--- config.mk ---
export PLATFORM = sky130hd
export DESIGN_NAME = cacc_reg_pingpong_ctrl
export DESIGN_NICKNAME = d
export VERILOG_FILES = /design/src/rtl/cacc_reg_pingpong_ctrl.sv
export SDC_FILE = /design/constraint.sdc
export NUM_CORES = 1
export LEC_CHECK = 0
export CORE_MARGIN = 4
export CORE_UTILIZATION = 24
export CTS_BUF_LIST = sky130_fd_sc_hd__clkbuf_8
export DETAILED_ROUTE_END_ITERATION = 7
export PLACE_DENSITY_LB_ADDON = 0.25
export SYNTH_ARGS = -nofsm -noshare
export SYNTH_HDL_FRONTEND = slang
export SYNTH_SLANG_ARGS = --single-unit
--- constraint.sdc ---
create_clock -name nvdla_core_clk -period 4.1 [get_ports nvdla_core_clk]
set_input_delay 0.82 -clock nvdla_core_clk [delete_from_list [all_inputs] [get_ports nvdla_core_clk]]
set_output_delay 0.82 -clock nvdla_core_clk [all_outputs]
set_load 0.005 [all_outputs]
--- src/rtl/cacc_reg_pingpong_ctrl.sv ---
// Ping-pong sequencer for the two CACC per-layer register groups: routes CSB
// writes to the producer group, owns op_en, status/pointer regs and layer retire.
module cacc_reg_pingpong_ctrl #(
  parameter logic [11:0] D_LO      = 12'h008,
  parameter logic [11:0] D_HI      = 12'h034,
  parameter logic [11:0] S_STATUS  = 12'h000,
  parameter logic [11:0] S_POINTER = 12'h004
) (
  input  logic        nvdla_core_clk,
  input  logic        nvdla_core_rstn,
  input  logic        csb_wr_en,
  input  logic [11:0] csb_offset,
  input  logic [31:0] csb_wr_data,
  output logic [31:0] csb_rd_data,
  output logic [1:0]  grp_wr_en,
  input  logic [31:0] grp_rd_data0,
  input  logic [31:0] grp_rd_data1,
  input  logic [1:0]  grp_op_en_trig,
  output logic [1:0]  grp_op_en,
  input  logic        dp_done,
  output logic        reg2dp_op_en,
  output logic        reg2dp_consumer,
  output logic [1:0]  intr_done
);

  localparam logic [1:0] ST_IDLE    = 2'd0;
  localparam logic [1:0] ST_RUNNING = 2'd1;
  localparam logic [1:0] ST_PENDING = 2'd2;

  logic       producer_q, producer_d;
  logic       consumer_q, consumer_d;
  logic [1:0] op_en_q, op_en_d;
  logic [1:0] intr_q, intr_d;
  logic       retire_q, retire_d;
  logic       dp_en_q, dp_en_d;

  logic       in_d_range;
  logic       retire;
  logic [1:0] st0, st1;
  logic       unused_wr_data;

  assign unused_wr_data = ^csb_wr_data[31:1];

  function automatic logic [1:0] grp_status(input logic en, input logic is_consumer);
    if (!en)              return ST_IDLE;
    else if (is_consumer) return ST_RUNNING;
    else                  return ST_PENDING;
  endfunction

  // State register
  always_ff @(posedge nvdla_core_clk or negedge nvdla_core_rstn) begin
    if (!nvdla_core_rstn) begin
      producer_q <= 1'b0;
      consumer_q <= 1'b0;
      op_en_q    <= 2'b00;
      intr_q     <= 2'b00;
      retire_q   <= 1'b0;
      dp_en_q    <= 1'b0;
    end else begin
      producer_q <= producer_d;
      consumer_q <= consumer_d;
      op_en_q    <= op_en_d;
      intr_q     <= intr_d;
      retire_q   <= retire_d;
      dp_en_q    <= dp_en_d;
    end
  end

  // Next state: pointer load, layer retire, op_en set (set wins over retire clear)
  always_comb begin
    producer_d = producer_q;
    consumer_d = consumer_q;
    op_en_d    = op_en_q;
    intr_d     = 2'b00;
    retire_d   = 1'b0;

    // retire_q masks the stale enable cycle right after a retire
    retire = dp_done & dp_en_q & ~retire_q;

    if (csb_wr_en && (csb_offset == S_POINTER)) begin
      producer_d = csb_wr_data[0];
    end

    if (retire) begin
      op_en_d[consumer_q] = 1'b0;
      consumer_d          = ~consumer_q;
      intr_d[consumer_q]  = 1'b1;
      retire_d            = 1'b1;
    end

    op_en_d = op_en_d | (grp_op_en_trig & {2{csb_wr_data[0]}});

    dp_en_d = op_en_q[consumer_q] & ~retire_q;
  end

  // Write routing and read mux
  always_comb begin
    grp_wr_en   = 2'b00;
    csb_rd_data = 32'h0;
    in_d_range  = (csb_offset >= D_LO) && (csb_offset <= D_HI);
    st0         = grp_status(op_en_q[0], consumer_q == 1'b0);
    st1         = grp_status(op_en_q[1], consumer_q == 1'b1);

    // Only D_OP_ENABLE may reach an armed group; other writes to it are dropped
    if (csb_wr_en && in_d_range && ((csb_offset == D_LO) || !op_en_q[producer_q])) begin
      grp_wr_en[producer_q] = 1'b1;
    end

    if (in_d_range) begin
      csb_rd_data = producer_q ? grp_rd_data1 : grp_rd_data0;
    end else if (csb_offset == S_STATUS) begin
      csb_rd_data = {14'b0, st1, 14'b0, st0};
    end else if (csb_offset == S_POINTER) begin
      csb_rd_data = {15'b0, consumer_q, 15'b0, producer_q};
    end
  end

  assign grp_op_en       = op_en_q;
  assign reg2dp_op_en    = dp_en_q;
  assign reg2dp_consumer = consumer_q;
  assign intr_done       = intr_q;

endmodule

==> summary.txt <==
Run status
  – Outcome: finished, final reports clean

Clock tree
  – Clock sink total: 8
  – CTS Buf Count: 3
  – Clock root cell: clkbuf_8
  – CTS max path bufs: 2
  – CTS tree: done
  – Worst-path clk slew: 0.04 ns
  – Postcts setup bufs: 0
  – H-Tree Depth: 1
  – Hold buffer count at CTS: 0
  – Post_cts resized: 0
  – Skew-Pair Late Insertion Delay: 0.22 ns

Setup path
  – Crit path required time: 3.28 ns
  – Startpoint Class: input pin
  – R2R setup slack: 2.74 ns
  – Arr. time, crit path: 3.06 ns
  – Crit path max fanout: 28
  – WS Path Type: in2out
  – Kind of end point of the critical path: output pin

STA
  – Worst Tran Pin Value: 0.979 ns
  – Clk_skew: 0.00260 ns
  – PnR worst setup slack: 0.222 ns
  – Fmax: 258 MHz
  – Hold Vio Cnt, Final: 0
  – Max Slew Vio Count: 0
  – Final setup fails: 0
  – Fin Setup TNS: 0 ns
  – Period minus WS final: 3.88 ns
  – Max_slew headroom: 34.8%
  – RSZ-0062 raised after global routing: false
  – Final period utilization: 94.6%

Die
  – Die area: 4970 um2
  – Initial Util: 25.3%
  – Chip width: 70.5 um
  – Core Rows: 22
  – IO Count: 154
  – Die Y: 70.5 um
  – Core area: 3720 um2

Logic synthesis
  – Seq cells post-synth: 8
  – Syn Area/Cell: 7.89 um2
  – Synth Flop Type: dfrtp_1
  – Cell variety after synth: 27
  – Gate Count Post-Synth: 119
  – Total nets after synthesis: 233
  – Post-synth EDFFs: 0
  – Register area share after synthesis: 21.3%
  – Async SR Flop Fraction: 100%
  – Synth Warn #: 0
  – Area of the mapped netlist: 938 um2

Finish
  – # nets final: 354
  – Antenna diode count: 0
  – Area delta synth->final: 137%
  – Share of cells above drive strength 1: 4.18%

Placement
  – Number of port buffers: 122
  – Pre-CTS WS: 0.220 ns
  – Post-DP HPWL: 3530 um
  – RD Place Congestion: 0.852

Job
  – Max Cap Viol: 0

Route
  – DRT iter0 DRCs: 56
  – Via count: 1278
  – Final ANT Viol Nets: 0
  – Residual DRC: 0
  – Detailed Route WL: 4170 um
  – Vias per cell: 4.45
  – WL/cell: 14.5 um
  – DR pass1 iterations: 4

Global route
  – First-pass GRT wire length: 6460 um
  – Initial antenna violation count: 0
  – Overall routing resource usage: 15.9%
  – GRT overflow: 0
  – Vias in the first global route: 1266
  – Largest net degree at the start of global routing: 37

Hold path
  – Hold Path Class: reg2reg

Power and ir drop
  – PD cells: 193 nW/um2
  – Peak VDD IR: 0.252 mV
  – Leak: 0.778 nW
  – Total Power: 0.000429 W
==> final cells by class <==
type | instances | area [um2]
timing repair buffer | 124 | 1240
clock inverter | 1 | 3.75
multi-input combinational | 99 | 662
inverter | 4 | 15.0
sequential | 8 | 201
fill | 353 | 1500
clock buffer | 3 | 41.3
tap | 48 | 60.1
==> stage by stage <==
step	hold slack (ns)	cells	cell area (um2)	util (%)
final	0.444	287	2220	59.7
after global routing	0.462	287	2220	59.7
after CTS	0.442	287	2220	59.7
after detailed placement	0.437	283	2170	58.5
after global placement	0.435	283	2170	58.5
after floorplan	0.423	119	938	-
==> where the power goes <==
group	internal, W	switching, W
logic	0.000138	0.0000571
clock network	0.0000647	0.0000294
registers	0.000107	0.0000326
total	0.000310	0.000119
==> per-layer routing <==
metal  GRT usage [%]  up-vias  part of all wire [%]
li1                -      653                     -
met4            2.51        0                  0.70
met1            19.8      552                    40
met5               0        -                     0
met2            28.6       69                    50
met3            3.41        4                   8.7
==> kinds of logic (layout without fill, tap and decap cells) <==
group / count (synthesis) / count (layout) / synth area share (%)
xor gates and xnor gates: 1 / 1 / 0.934
and+or+nand+nor: 53 / 53 / 24.7
AOI/OAI and AO/OA: 12 / 12 / 9.60
muxes: 33 / 33 / 35.3
buffers and inverters: 12 / 132 / 8.13
DFF: 8 / 8 / 21.3
==> worst paths after layout <==
path / depth (start not counted) / to / from
min reg2reg: 1 / reg2dp_op_en$_DFF_PN0_ / retire_q$_DFF_PN0_
max: 7 / csb_rd_data[21] / csb_offset[8]
min in group asynchronous: 1 / grp_op_en[0]$_DFF_PN0_ / nvdla_core_rstn
max reg2reg: 1 / producer_q$_DFFE_PN0P_ / producer_q$_DFFE_PN0P_
min: 1 / reg2dp_op_en$_DFF_PN0_ / retire_q$_DFF_PN0_
max in group asynchronous: 1 / producer_q$_DFFE_PN0P_ / nvdla_core_rstn
==> worst max-delay path, stage by stage <==
cell and delay [ns]:
clkdlybuf4s50_1 0.41, nor4_2 0.29, nand2_1 0.13, or3_1 0.46, buf_4 0.27, nor2_1 0.15
clkdlybuf4s50_1 0.52
==> synth_stat cells (2+ instances only) <==
cell type,n,area share (%)
dfrtp_1,8,21
nor2_1,32,13
nand3_1,2,1.1
nand2_1,10,4.0
buf_6,4,4.8
o41ai_1,2,1.9
inv_1,4,1.6
o21ai_0,4,2.1
mux2i_1,32,34
a21oi_1,2,1.1
nor3_1,2,1.1
clkbuf_1,2,0.80
==> layout by cell type, fill, tap and decap left out, types with 2 or more instances in the layout <==
master	instances
inv_1	5
buf_4	2
a21oi_1	2
nor2_1	32
nor3_1	2
nand2_1	10
mux2i_1	32
o41ai_1	2
dfrtp_1	7
clkbuf_8	3
clkdlybuf4s50_1	122
nand3_1	2
o21ai_0	4
==> registers in the layout, indices dropped and copies added (netlist names) <==
signal and flops:
reg2dp_consumer 1, grp_op_en 2, reg2dp_op_en 1, producer_q 1, retire_q 1, intr_done 2
(Power assumes the default switching activity.)
